## src/rtl/hazard_pkg.sv

```systemverilog
// Shared types and constants for the pipeline hazard controller.
package hazard_pkg;

  typedef enum logic [1:0] {
    INIT  = 2'd0,
    RUN   = 2'd1,
    MWAIT = 2'd2
  } state_e;

  localparam logic [31:0] NOP_INSTR = 32'h00000013;
  localparam logic [4:0]  REG_ZERO  = 5'd0;

endpackage

```

## src/rtl/hazard_load_use_cmp.sv

```systemverilog
// Load-use detector: flags when the ID instruction reads the register a load in EX is about to write.
module hazard_load_use_cmp
  import hazard_pkg::*;
(
  input  logic [4:0] id_rs1_i,
  input  logic [4:0] id_rs2_i,
  input  logic       id_use_rs1_i,
  input  logic       id_use_rs2_i,
  input  logic       ex_mem_read_i,
  input  logic [4:0] ex_rd_i,
  output logic       load_use_o
);

  logic rs1_hit;
  logic rs2_hit;

  assign rs1_hit    = id_use_rs1_i && (id_rs1_i == ex_rd_i);
  assign rs2_hit    = id_use_rs2_i && (id_rs2_i == ex_rd_i);
  // x0 is hardwired to zero, so a load targeting it never creates a dependency.
  assign load_use_o = ex_mem_read_i && (ex_rd_i != REG_ZERO) && (rs1_hit || rs2_hit);

endmodule

```

## src/rtl/pipeline_hazard_ctrl.sv

```systemverilog
// Stall/flush/redirect sequencing for the 5-stage pipeline.
// Optional HAZ_PERF_CNT_EN adds stall-cycle and flush-event performance counters.
module pipeline_hazard_ctrl
  import hazard_pkg::*;
#(
  parameter int RST_HOLD    = 4,
  parameter int MEM_TIMEOUT = 255,
  parameter int CNT_W       = 8
) (
  input  logic       clk_i,
  input  logic       reset_i,
  input  logic [4:0] id_rs1_i,
  input  logic [4:0] id_rs2_i,
  input  logic       id_use_rs1_i,
  input  logic       id_use_rs2_i,
  input  logic       ex_mem_read_i,
  input  logic [4:0] ex_rd_i,
  input  logic       ex_branch_taken_i,
  input  logic       mem_busy_i,
  output logic       pc_write_o,
  output logic       if_id_stall_o,
  output logic       if_id_flush_o,
  output logic       id_ex_stall_o,
  output logic       id_ex_flush_o,
  output logic       back_stall_o,
  output logic       pc_redirect_o,
  output logic       mem_timeout_o
`ifdef HAZ_PERF_CNT_EN
  ,
  output logic [31:0] perf_stall_cycles_o,
  output logic [31:0] perf_flush_events_o
`endif
);

  localparam int HOLD_W = $clog2(RST_HOLD + 1);

  state_e             state_q, state_d;
  logic [HOLD_W-1:0]  hold_q, hold_d;
  logic [CNT_W-1:0]   wait_q, wait_d;
  logic               timeout_q, timeout_d;
  logic               timeout_hit;
  logic               load_use;

  hazard_load_use_cmp u_load_use_cmp (
    .id_rs1_i      (id_rs1_i),
    .id_rs2_i      (id_rs2_i),
    .id_use_rs1_i  (id_use_rs1_i),
    .id_use_rs2_i  (id_use_rs2_i),
    .ex_mem_read_i (ex_mem_read_i),
    .ex_rd_i       (ex_rd_i),
    .load_use_o    (load_use)
  );

  always_ff @(posedge clk_i or posedge reset_i) begin
    if (reset_i) begin
      state_q   <= INIT;
      hold_q    <= '0;
      wait_q    <= '0;
      timeout_q <= 1'b0;
    end else begin
      state_q   <= state_d;
      hold_q    <= hold_d;
      wait_q    <= wait_d;
      timeout_q <= timeout_d;
    end
  end

  always_comb begin
    state_d       = state_q;
    hold_d        = hold_q;
    wait_d        = wait_q;
    timeout_hit   = 1'b0;
    pc_write_o    = 1'b0;
    if_id_stall_o = 1'b0;
    if_id_flush_o = 1'b0;
    id_ex_stall_o = 1'b0;
    id_ex_flush_o = 1'b0;
    back_stall_o  = 1'b0;
    pc_redirect_o = 1'b0;

    case (state_q)
      INIT: begin
        if_id_flush_o = 1'b1;
        id_ex_flush_o = 1'b1;
        hold_d        = hold_q + 1'b1;
        if (hold_q == HOLD_W'(RST_HOLD - 1)) begin
          state_d = RUN;
          hold_d  = '0;
        end
      end
      RUN, MWAIT: begin
        if (mem_busy_i) begin
          // Whole pipeline freezes; flushes are suppressed so nothing is lost while waiting.
          if_id_stall_o = 1'b1;
          id_ex_stall_o = 1'b1;
          back_stall_o  = 1'b1;
          state_d       = MWAIT;
          if (state_q == RUN) begin
            wait_d = CNT_W'(1);
          end else if (wait_q != '1) begin
            wait_d = wait_q + 1'b1;
          end
          timeout_hit = (wait_d >= CNT_W'(MEM_TIMEOUT));
        end else begin
          state_d = RUN;
          wait_d  = '0;
          if (ex_branch_taken_i) begin
            pc_redirect_o = 1'b1;
            pc_write_o    = 1'b1;
            if_id_flush_o = 1'b1;
            id_ex_flush_o = 1'b1;
          end else if (load_use) begin
            if_id_stall_o = 1'b1;
            id_ex_flush_o = 1'b1;
          end else begin
            pc_write_o = 1'b1;
          end
        end
      end
      default: begin
        state_d = INIT;
      end
    endcase

    timeout_d = timeout_q | timeout_hit;
  end

  assign mem_timeout_o = timeout_q | timeout_hit;

`ifdef HAZ_PERF_CNT_EN
  logic [31:0] perf_stall_q;
  logic [31:0] perf_flush_q;

  always_ff @(posedge clk_i or posedge reset_i) begin
    if (reset_i) begin
      perf_stall_q <= '0;
      perf_flush_q <= '0;
    end else begin
      if (!pc_write_o && (state_q != INIT)) begin
        perf_stall_q <= perf_stall_q + 32'd1;
      end
      if (pc_redirect_o) begin
        perf_flush_q <= perf_flush_q + 32'd1;
      end
    end
  end

  assign perf_stall_cycles_o = perf_stall_q;
  assign perf_flush_events_o = perf_flush_q;
`else
  // Performance counters are not built in this configuration.
`endif

endmodule

```

## config.mk

```make
export PLATFORM = sky130hd
export DESIGN_NAME = pipeline_hazard_ctrl
export DESIGN_NICKNAME = d
export VERILOG_FILES = /design/src/rtl/hazard_pkg.sv /design/src/rtl/hazard_load_use_cmp.sv /design/src/rtl/pipeline_hazard_ctrl.sv
export SDC_FILE = /design/constraint.sdc
export NUM_CORES = 1
export LEC_CHECK = 0
export ABC_AREA = 0
export CAP_MARGIN = 40
export CORE_ASPECT_RATIO = 0.7
export CORE_UTILIZATION = 44
export CTS_CLUSTER_DIAMETER = 150
export CTS_CLUSTER_SIZE = 14
export DETAILED_ROUTE_END_ITERATION = 8
export HOLD_SLACK_MARGIN = 0.03
export MAX_ROUTING_LAYER = met4
export PLACE_DENSITY = 0.79
export SLEW_MARGIN = 20
export SYNTH_ARGS = -nofsm -noshare
export SYNTH_HDL_FRONTEND = slang
export SYNTH_SLANG_ARGS = --single-unit
```

## constraint.sdc

```tcl
create_clock -name clk_i -period 5.8 [get_ports clk_i]
set_input_delay 1.74 -clock clk_i [delete_from_list [all_inputs] [get_ports clk_i]]
set_output_delay 1.74 -clock clk_i [all_outputs]
set_load 0.005 [all_outputs]
```

==> results.tsv <==
stage	metric	value	unit
timing	worst hold-check slack	485	ps
clock_network	clock insertion delay at the later pin of the skew report	290	ps
clock_network	clock transition at the registers of the reported paths	90	ps
synthesis	Synth Register Bits	14	
global_routing	vias in the first global route	974	
setup_path	cell type with the highest occurrence count on the critical path	sky130_fd_sc_hd__clkdlybuf4s50_1	
placement	placed instance area	1320	um2
global_routing	antenna violations before repair	0	
timing	worst setup margin	305	ps
clock_network	number of clock sinks	14	
synthesis	portion of the post-synthesis area used by sequential elements	0.347	
routing	Iter 0 DRT Violations	71	
cells_and_area	fraction of layout instances using a drive strength above 1	0.0612	
timing	upper clock frequency limit	182	MHz
setup_path	data arrival time of the worst path	3750	ps
clock_network	Post-CTS Repair Setup Buffers	0	
power	Leakage Power	0.000548	uW
setup_path	Critical Path Fanout Max	3	
global_routing	GRT Total Usage	0.253	
routing	via count	1062	
power	Max rail drop VDD	0.284	mV
floorplan	height of the die	42.1	um
synthesis	area share of the largest cell type after synthesis	0.347	
timing	RSZ-0062 raised after global routing	false	
routing	wire per inst	15.9	um
global_routing	wire length of the first global-routing pass	4.50	mm
floorplan	area of the core region	2150	um2
synthesis	synth top area cells	sky130_fd_sc_hd__dfrtp_1, sky130_fd_sc_hd__xnor2_1, sky130_fd_sc_hd__a21oi_1, sky130_fd_sc_hd__ha_1, sky130_fd_sc_hd__nand2_1	
timing	TNS Setup	0	ps
timing	number of max-slew violations in the final report	0	
cells_and_area	fin nets	175	
power	power per cell area	372	nW/um2
clock_network	Clock Root Buffer	sky130_fd_sc_hd__clkbuf_4	
synthesis	average footprint of a synthesized cell	8.62	um2
outcome	violations in the final reports	DRC	
clock_network	Post-CTS Resized	0	
synthesis	count of different cell masters after synthesis	38	
setup_path	endpoint kind of the worst setup timing path	output port	
synthesis	top cells by instance count after synthesis	sky130_fd_sc_hd__a21oi_1, sky130_fd_sc_hd__dfrtp_1, sky130_fd_sc_hd__nand2_1	
placement	global placement routability congestion	0.914	
synthesis	Net Count, Synth	144	
synthesis	cell taking the most area after synthesis	sky130_fd_sc_hd__dfrtp_1	
placement	number of port buffers	29	
setup_path	Top Family by Delay on Critical Path	buffers and inverters	
timing	final number of setup-violating endpoints	0	
clock_network	number of buffers on the longest clock path	2	
global_routing	routing usage on met3	0.0833	
placement	pre-CTS WS	332	ps
floorplan	Boundary Pins	30	
setup_path	delay contributed by the slowest stage of the critical path	580	ps
global_routing	peak-usage layer in the global routing report	met2	
routing	drt total wl	2.84	mm
setup_path	worst-path cell with the longest stage delay	sky130_fd_sc_hd__clkdlybuf4s50_1	
floorplan	die boundary width	59.2	um
routing	Vias/cell	5.93	
clock_network	hold bufs inserted after CTS	0	
synthesis	Primary FF master, synth	sky130_fd_sc_hd__dfrtp_1	
synthesis	Yosys warnings	0	
cells_and_area	number of antenna diodes	0	
global_routing	GR Overflow Total	0	
setup_path	kind of launch point of the worst setup path	input port	
timing	clock skew after layout	9.92	ps
floorplan	initial standard-cell utilization of the core	0.468	
timing	transition at the pin with the smallest max-transition slack	577	ps
timing	Tcrit/Tclk final	0.947	
clock_network	TritonCTS buffer count	3	
synthesis	FFs w/ async S/R, synth	1.00	
synthesis	cell count after synthesis	117	
floorplan	die outline area	2490	um2
placement	post-DP HPWL	2.18	mm
routing	number of detailed-routing iterations run before antenna repair	6	
timing	post-layout min period	5490	ps
run	number of max-cap violations	0	
setup_path	required time of the critical path	4060	ps
cells_and_area	number of filler instances in the final layout	171	
power	Power Total	507	uW
routing	antenna-violating nets left	0	
hold_path	worst min-delay path class	reg2reg	
global_routing	global routing usage on met1	0.341	
setup_path	ordered cell list for the critical path	clkdlybuf4s50_1, xnor2_1, nand4_1, o22ai_1, o211ai_1, o31ai_1, clkdlybuf4s50_1	
clock_network	TritonCTS clock tree	yes	
cells_and_area	area of combinational cells with multiple inputs	621	um2
timing	Relative slew margins	0.615	
timing	number of hold violations in the final report	0	
setup_path	classification of the worst setup path	in2out	
clock_network	number of H-tree branching levels	1	
setup_path	count of buffering cells on the critical path with inverters included	2	
global_routing	met2 capacity usage during global routing	0.355	
synthesis	count of flip-flops with a built-in enable after synthesis	0	
cells_and_area	synthesis-to-layout area growth	34.9	%
floorplan	number of placement rows	14	
global_routing	maximum number of pins on one net before global-route repair	15	
cells_and_area	Non-Filler Cell Area, Final	1360	um2
cells_and_area	Reg area	350	um2
routing	DRC errors left	1	
outcome	status	complete, but fails checks	
synthesis	netlist area before placement	1010	um2
state kept, by name, summed over array words and instances, names as in the netlist:
name,flops
wait_q,8
hold_q,3
state_q,2
timeout_q,1
cells in the final DEF (no fill, tap or decap), types with 2 or more instances in the layout:
master	instances
sky130_fd_sc_hd__clkdlybuf4s50_1	29
sky130_fd_sc_hd__a21oi_1	14
sky130_fd_sc_hd__dfrtp_1	14
sky130_fd_sc_hd__nand2_1	11
sky130_fd_sc_hd__xnor2_1	10
sky130_fd_sc_hd__nor2_1	9
sky130_fd_sc_hd__inv_1	6
sky130_fd_sc_hd__o21ai_0	6
sky130_fd_sc_hd__ha_1	5
sky130_fd_sc_hd__nand3_1	4
sky130_fd_sc_hd__nand4_1	3
sky130_fd_sc_hd__clkbuf_4	3
sky130_fd_sc_hd__and2_1	2
sky130_fd_sc_hd__a311oi_1	2
sky130_fd_sc_hd__a21o_1	2
sky130_fd_sc_hd__or3_1	2
sky130_fd_sc_hd__nand2b_1	2
sky130_fd_sc_hd__o211ai_1	2
through the flow:
stage / std cells / utilization
after floorplan: 117 / -
after global placement: 175 / 0.614
after detailed placement: 175 / 0.614
after CTS: 179 / 0.631
after global routing: 179 / 0.631
final: 179 / 0.631
per-layer routing:
metal / up-vias / wire length, um
li1: 488 / -
met1: 505 / 1260
met2: 57 / 1280
met3: 12 / 213
met4: 0 / 81
met5: - / 0
cells by family (layout without fill, tap and decap cells):
logic type | after synthesis | after routing | share of synthesized area
flip-flops | 14 | 14 | 0.347
AND/OR/NAND/NOR | 40 | 40 | 0.211
multiplexers | 2 | 2 | 0.0211
AO/OA/AOI/OAI | 36 | 36 | 0.225
adder cells (fa/ha/maj) | 6 | 6 | 0.0720
XOR/XNOR | 10 | 10 | 0.0868
buffers and inverters | 9 | 39 | 0.0372
final timing paths:
path / cells past startpoint / startpoint / slack (ps) / end
setup / recovery: 7 / ex_rd_i[1] / 310 / if_id_stall_o
hold / removal: 1 / hold_q[0] / 490 / hold_q[0]
setup reg to reg: 6 / wait_q[0] / 3690 / timeout_q
hold reg to reg: 1 / hold_q[0] / 490 / hold_q[0]
max in group asynchronous: 2 / reset_i / 3620 / wait_q[1]
min in group asynchronous: 2 / reset_i / 1790 / wait_q[4]
power breakdown:
| part | internal, uW | switching [uW] |
|---|---|---|
| clock | 38.2 | 35.5 |
| sequential | 122 | 23.8 |
| combinational | 137 | 149 |
area by class of cell:
class,count,share of cell area
Clock buffer,4,0.0267
Inverter,6,0.0166
Multi-Input combinational cell,94,0.456
Sequential cell,14,0.258
Tap cell,32,0.0294
Timing Repair Buffer,29,0.213
No activity file was read; power rests on OpenSTA's default activity.
